[src/rtl/pipeline_ctrl.sv]
// ---------------------------------------------------------------------------
// pipeline_ctrl
//
// Central stall/flush sequencer for the five-stage RV32I pipeline. Every cycle
// it decides, from the hazard inputs and its own mul/div occupancy state, which
// of the PC and the four pipeline registers load, and which of them load a
// bubble instead of real contents. It also issues the one-cycle start pulse to
// the mul/div unit and counts the cycles in which the PC is held.
//
// Parameters
//   CNT_W         width of the stall-cycle counter (wraps modulo 2^CNT_W)
//
// Ports
//   clk           rising-edge clock
//   rst           synchronous, active-high reset
//   id_rs1/rs2    source registers of the instruction in ID
//   id_uses_rs1/2 ID instruction actually reads that source
//   ex_rd         destination register of the instruction in EX
//   ex_mem_read   EX instruction is a load
//   ex_muldiv     EX holds a valid mul/div operation
//   muldiv_done   one-cycle pulse, mul/div result valid
//   ex_br_taken   EX redirects the PC (taken branch / jump)
//   imem_stall    I-cache cannot return an instruction this cycle
//   dmem_stall    D-cache busy with the MEM-stage access
//   pc_en .. mem_wb_en            register load enables
//   if_id_flush .. ex_mem_flush   load a bubble (only when the matching _en=1)
//   muldiv_go     one-cycle start pulse to the mul/div unit
//   stall_cycles  number of non-reset cycles with pc_en=0
//
// All outputs are combinational from the current state and inputs; only the
// FSM state and the stall counter are registered.
// ---------------------------------------------------------------------------
module pipeline_ctrl #(
    parameter int CNT_W = 32
) (
    input  logic             clk,
    input  logic             rst,
    input  logic [4:0]       id_rs1,
    input  logic [4:0]       id_rs2,
    input  logic             id_uses_rs1,
    input  logic             id_uses_rs2,
    input  logic [4:0]       ex_rd,
    input  logic             ex_mem_read,
    input  logic             ex_muldiv,
    input  logic             muldiv_done,
    input  logic             ex_br_taken,
    input  logic             imem_stall,
    input  logic             dmem_stall,
    output logic             pc_en,
    output logic             if_id_en,
    output logic             id_ex_en,
    output logic             ex_mem_en,
    output logic             mem_wb_en,
    output logic             if_id_flush,
    output logic             id_ex_flush,
    output logic             ex_mem_flush,
    output logic             muldiv_go,
    output logic [CNT_W-1:0] stall_cycles
);

    // RUN     : normal issue, hazards resolved one cycle at a time
    // MD_BUSY : mul/div occupies EX, front end frozen, bubbles fed to MEM
    // MD_HOLD : result is ready but MEM is stalled; freeze everything so the
    //           result stays in EX until the D-cache lets go
    typedef enum logic [1:0] {
        ST_RUN     = 2'd0,
        ST_MD_BUSY = 2'd1,
        ST_MD_HOLD = 2'd2
    } state_t;

    localparam logic [CNT_W-1:0] CNT_ZERO = {CNT_W{1'b0}};
    localparam logic [CNT_W-1:0] CNT_ONE  = {{(CNT_W-1){1'b0}}, 1'b1};

    state_t           state_q;
    state_t           state_d;
    logic [CNT_W-1:0] stall_cycles_q;
    logic [CNT_W-1:0] stall_cycles_d;
    logic             load_use_s;

    // Load-use hazard: the load in EX writes a register the ID instruction
    // really reads. x0 is never a hazard since it is hard-wired to zero.
    function automatic logic load_use_hit(
        input logic       mem_read,
        input logic [4:0] rd,
        input logic [4:0] rs1,
        input logic       uses_rs1,
        input logic [4:0] rs2,
        input logic       uses_rs2
    );
        logic match_rs1;
        logic match_rs2;
        match_rs1 = uses_rs1 && (rd == rs1);
        match_rs2 = uses_rs2 && (rd == rs2);
        return mem_read && (rd != 5'd0) && (match_rs1 || match_rs2);
    endfunction

    assign load_use_s = load_use_hit(ex_mem_read, ex_rd, id_rs1, id_uses_rs1,
                                     id_rs2, id_uses_rs2);

    // Next-state and enable/flush decode from state plus hazard inputs.
    always_comb begin
        state_d      = state_q;
        pc_en        = 1'b0;
        if_id_en     = 1'b0;
        id_ex_en     = 1'b0;
        ex_mem_en    = 1'b0;
        mem_wb_en    = 1'b0;
        if_id_flush  = 1'b0;
        id_ex_flush  = 1'b0;
        ex_mem_flush = 1'b0;
        muldiv_go    = 1'b0;

        if (rst) begin
            // Hold every register and request bubbles so nothing stale
            // survives once the enables come back.
            if_id_flush  = 1'b1;
            id_ex_flush  = 1'b1;
            ex_mem_flush = 1'b1;
            state_d      = ST_RUN;
        end else begin
            case (state_q)
                ST_RUN: begin
                    if (dmem_stall) begin
                        // MEM cannot complete: the whole pipe waits.
                        state_d = ST_RUN;
                    end else if (ex_muldiv) begin
                        // Start the unit; the op stays parked in EX while the
                        // instruction ahead of it drains to WB.
                        muldiv_go    = 1'b1;
                        ex_mem_en    = 1'b1;
                        ex_mem_flush = 1'b1;
                        mem_wb_en    = 1'b1;
                        state_d      = ST_MD_BUSY;
                    end else if (ex_br_taken) begin
                        // Redirect wins over load-use and I-cache stalls: the
                        // instructions in IF and ID are wrong-path anyway.
                        pc_en       = 1'b1;
                        if_id_en    = 1'b1;
                        id_ex_en    = 1'b1;
                        ex_mem_en   = 1'b1;
                        mem_wb_en   = 1'b1;
                        if_id_flush = 1'b1;
                        id_ex_flush = 1'b1;
                    end else if (load_use_s) begin
                        // One bubble into EX; forwarding from MEM covers the
                        // dependent instruction on the following cycle.
                        id_ex_en    = 1'b1;
                        id_ex_flush = 1'b1;
                        ex_mem_en   = 1'b1;
                        mem_wb_en   = 1'b1;
                    end else if (imem_stall) begin
                        // No instruction fetched: keep PC, bubble into ID.
                        if_id_en    = 1'b1;
                        if_id_flush = 1'b1;
                        id_ex_en    = 1'b1;
                        ex_mem_en   = 1'b1;
                        mem_wb_en   = 1'b1;
                    end else begin
                        pc_en     = 1'b1;
                        if_id_en  = 1'b1;
                        id_ex_en  = 1'b1;
                        ex_mem_en = 1'b1;
                        mem_wb_en = 1'b1;
                    end
                end

                ST_MD_BUSY: begin
                    if (dmem_stall) begin
                        // Freeze; a result arriving now must not be dropped.
                        if (muldiv_done) begin
                            state_d = ST_MD_HOLD;
                        end else begin
                            state_d = ST_MD_BUSY;
                        end
                    end else if (muldiv_done) begin
                        // Result moves on and the next instruction enters EX.
                        pc_en     = 1'b1;
                        if_id_en  = 1'b1;
                        id_ex_en  = 1'b1;
                        ex_mem_en = 1'b1;
                        mem_wb_en = 1'b1;
                        state_d   = ST_RUN;
                    end else begin
                        ex_mem_en    = 1'b1;
                        ex_mem_flush = 1'b1;
                        mem_wb_en    = 1'b1;
                        state_d      = ST_MD_BUSY;
                    end
                end

                ST_MD_HOLD: begin
                    if (dmem_stall) begin
                        state_d = ST_MD_HOLD;
                    end else begin
                        pc_en     = 1'b1;
                        if_id_en  = 1'b1;
                        id_ex_en  = 1'b1;
                        ex_mem_en = 1'b1;
                        mem_wb_en = 1'b1;
                        state_d   = ST_RUN;
                    end
                end

                default: begin
                    // Unreachable encoding: recover to RUN with the pipe held.
                    state_d = ST_RUN;
                end
            endcase
        end
    end

    // Stall counter next value: cleared by reset, +1 whenever the PC is held.
    always_comb begin
        if (rst) begin
            stall_cycles_d = CNT_ZERO;
        end else if (!pc_en) begin
            stall_cycles_d = stall_cycles_q + CNT_ONE;
        end else begin
            stall_cycles_d = stall_cycles_q;
        end
    end

    // FSM state and stall counter registers.
    always_ff @(posedge clk) begin
        if (rst) begin
            state_q        <= ST_RUN;
            stall_cycles_q <= CNT_ZERO;
        end else begin
            state_q        <= state_d;
            stall_cycles_q <= stall_cycles_d;
        end
    end

    assign stall_cycles = stall_cycles_q;

endmodule

[config.mk]
export PLATFORM = sky130hd
export DESIGN_NAME = pipeline_ctrl
export DESIGN_NICKNAME = d
export VERILOG_FILES = /design/src/rtl/pipeline_ctrl.sv
export SDC_FILE = /design/constraint.sdc
export NUM_CORES = 1
export LEC_CHECK = 0
export ABC_CLOCK_PERIOD_IN_PS = 2300
export BUFFER_PORTS_ARGS = -buffer_cell sky130_fd_sc_hd__buf_2
export CORE_ASPECT_RATIO = 0.7
export CORE_MARGIN = 8
export CORE_UTILIZATION = 46
export DETAILED_ROUTE_END_ITERATION = 6
export PLACE_DENSITY = 0.74
export RECOVER_POWER = 50
export SETUP_SLACK_MARGIN = 0.3
export SYNTH_ARGS = -nofsm -noshare
export SYNTH_HDL_FRONTEND = slang
export SYNTH_SLANG_ARGS = --single-unit
[constraint.sdc]
create_clock -name clk -period 2.3 [get_ports clk]
set_input_delay 0.46 -clock clk [delete_from_list [all_inputs] [get_ports clk]]
set_output_delay 0.46 -clock clk [all_outputs]
set_load 0.005 [all_outputs]
==> summary.md <==
| Metric | Value |
|---|---|
| Antenna violations before repair | 0 |
| Net Sw Frac | 0.249 |
| CTS buffer count | 5 |
| Beginning of the critical path | ex_rd[3] |
| Synth warn | 0 |
| Max-slew violation count | 0 |
| Worst-margin pin slew | 374 ps |
| DIE WIDTH | 95.8 µm |
| Crit-path slowest cell | or4_4 |
| Hold_buf cts | 0 |
| Synth Area in Compound Gates | 0.224 |
| CP max FO | 3 |
| Synth Area in Adders | 0.00610 |
| Achievable Freq | 448 MHz |
| Largest family of logic cells by synthesized area | simple AND/OR/NAND/NOR gates |
| DR pass1 iterations | 4 |
| Clock Sink Count | 34 |
| Mean Syn Cell Area | 8.31 µm² |
| Peak supply drop | about 0.28 mV |
| Combinational Power Share | 0.134 |
| Clk slew on worst S/H paths | 70 ps |
| Layout Nets | 348 |
| Sequential share of power | 0.495 |
| Antenna Cells | 0 |
| # fillers | 401 |
| Area share of the largest cell type after synthesis | 0.332 |
| CP arrival | 1770 ps |
| Die Ht | 71.9 µm |
| Synth Area in XOR/XNOR | 0.0470 |
| Delay-heaviest family, CP | simple AND/OR/NAND/NOR gates |
| Static leakage | about 0.001 µW |
| Critical path, cell by cell | buf_8 > or4_4 > o21ai_4 > nand2b_4 > o21a_1 > o21a_1 > buf_2 |
| Hold Path Class | reg -> reg |
| I/O pin count | 66 |
| Syn nets | 273 |
| Post-synth EDFFs | 0 |
| Synth top cells by count | dfxtp_1, a21oi_1, o21ai_0 |
| DP Worst Slack | -12.9 ps |
| Share of cells above drive strength 1 | 0.303 |
| Htree depth | 2 |
| Post-Syn Area | 2050 µm² |
| RSZ-0062 raised after global routing | true |
| Count of different cell masters after synthesis | 45 |
| Routed vias | roughly 2100 |
| Detailed placement HPWL | 3850 µm |
| PortBufs | 65 |
| P_int | 919 µW |
| Relative max-transition margin | 0.751 |
| Post-layout util | 0.611 |
| Fin crit share | 0.971 |
| Outcome | finished, final reports clean |
| Synth Area in Simple Gates | 0.296 |
| Mux cell area share after synthesis | 0.0213 |
| Critical Path RT | 1840 ps |
| Gr usage total | 0.152 |
| Die area | approximately 7000 µm² |
| Top cell by count, worst path | o21a_1 |
| Most numerous cell in the Yosys netlist | dfxtp_1 |
| Endpoints failing hold | 0 |
| Crit path buf inv count | 2 |
| Wirelength per Cell | approximately 14 µm |
| DRC Markers | 0 |
| Clock power frac | 0.372 |
| Setup CP Type | in -> out |
| Global-route wire length before repair | 8600 µm |
| Ys flop type | dfxtp_1 |
| Max Root-Sink Buffers | 2 |
| Count of final setup violators | 0 |
| Final Critical Period | 2230 ps |
| Async S/R FF share, synth | 0 |
| Total core area | 4300 µm² |
| Final WS setup | 67.2 ps |
| P&R area growth vs syn | 28.1% |
| Initial DRC count | 75 |
| Largest net degree at the start of global routing | 32 |
| Vias in the first global route | about 2000 |
| Worst r2r src | state_q[0]$_SDFFE_PP0P_ |
| Post-synthesis sequential area ratio | 0.332 |
| Setup crit start kind | primary input |
| R2R Setup Slk | 160 ps |
| Largest area contributor in the netlist | dfxtp_1 |
| Net Switching | 304 µW |
| CTS Root Cell | clkbuf_8 |
| Clock Latency Late Sink | 290 ps |
| CTS tree | done |
| Initial Utilization | 0.477 |
| DR vias/cell | 5.54 |
| Pwr dens | between 400 and 500 nW/µm² |
| Clk_skew | 9.72 ps |
| Hold wc startpoint | stall_cycles[18]$_SDFFE_PP0N_ |
| Final estimated routing congestion in global placement | 0.717 |
| Row cnt | 20 |
| Max Cap Violations | 0 |
| Mapped Cells | 247 |
| Post-route ant nets | 0 |
| CP Capture Type | output port |
| Max incr delay on CP | approximately 540 ps |
| GRT Residual Overflow | 0 |
| Synth area leaders | dfxtp_1, a21oi_1, or3_1 |
| Final wirelength | 5230 µm |
| Post-synthesis sequential element count | 34 |
==> worst reg2reg max path, stage by stage, from the launching register on <==
cell	delay, ps
dfxtp_1	400
and3b_4	230
o21a_4	240
nor3_4	280
a31oi_4	220
or4_1	540
a21oi_1	160
==> path summary, 6_finish.rpt <==
kind                                   endpoint  cells after the start
setup / recovery                       if_id_en                      7
hold / removal    stall_cycles[18]$_SDFFE_PP0N_                      2
setup reg to reg  stall_cycles[17]$_SDFFE_PP0N_                      6
hold reg to reg   stall_cycles[18]$_SDFFE_PP0N_                      2
==> layout make-up <==
type | count | area, µm² | area share
inverter | 8 | 30.0 | 0.0114
clock inverter | 1 | 5.00 | 0.00190
clock buffer | 7 | 86.3 | 0.0328
multi-input combinational | 189 | 1290 | 0.489
timing repair buffer | 84 | 472 | 0.179
tap | 55 | 68.8 | 0.0262
sequential | 34 | 681 | 0.259
==> cell usage in the layout, fill, tap and decap left out, types with 4 or more instances in the layout <==
cell,Yosys,final
nor2_1,12,12
or3_1,19,19
dfxtp_1,34,34
o21ai_0,21,21
o31ai_1,6,6
nand2_1,13,13
a21o_1,4,4
nand3_1,11,11
buf_4,3,18
nor3_1,4,4
clkbuf_8,3,6
buf_2,3,49
a21oi_1,29,29
nor2b_1,4,4
inv_1,8,8
nand4_1,8,8
or4_1,8,7
clkbuf_1,4,16
xnor2_1,10,8
==> flip-flops by register name, summed over array words and instances (netlist names) <==
name          cells
state_q           2
stall_cycles     32
==> power groups by stage <==
| stage | Clock [µW] | Sequential (µW) | Combinational [µW] |
|---|---|---|---|
| after floorplan | 0 | 618 | 94.6 |
| after global placement | 0 | 618 | 148 |
| after detailed placement | 0 | 618 | 151 |
| after CTS | 466 | 605 | 162 |
| after global routing | 496 | 607 | 180 |
| final | 454 | 605 | 163 |
==> cells by family after synthesis <==
logic type,after synthesis
AO/OA/AOI/OAI,71
XOR/XNOR,11
adder cells (fa/ha/maj),1
buffers and inverters,24
flip-flops,34
multiplexers,4
AND/OR/NAND/NOR,102
==> metrics by stage <==
step | total power (µW) | area (µm²) | instances | setup TNS (ps) | hold slack [ps]
global placement | 766 | 2440 | 365 | 0 | 476
finish | 1220 | 2630 | 378 | 0 | 497
CTS | 1230 | 2590 | 375 | 0 | 491
floorplan | 712 | 2080 | 247 | 0 | 478
global route | 1280 | 2630 | 378 | 0 | 513
detailed placement | 769 | 2440 | 365 | -12.9 | 490
==> what timing repair did <==
item / CTS / global route
resized for setup: 10 / 9
buffers inserted: 2 / 3
setup endpoints to repair: 28 / 34
pin swaps: 7 / 2
==> routing by layer <==
layer / GRT usage / wire (µm)
met1: 0.193 / 2590
met2: 0.231 / 2190
met3: 0.0501 / 369
met4: 0.0560 / 82
met5: 0 / 0
Power figures use the tool's default switching activity.
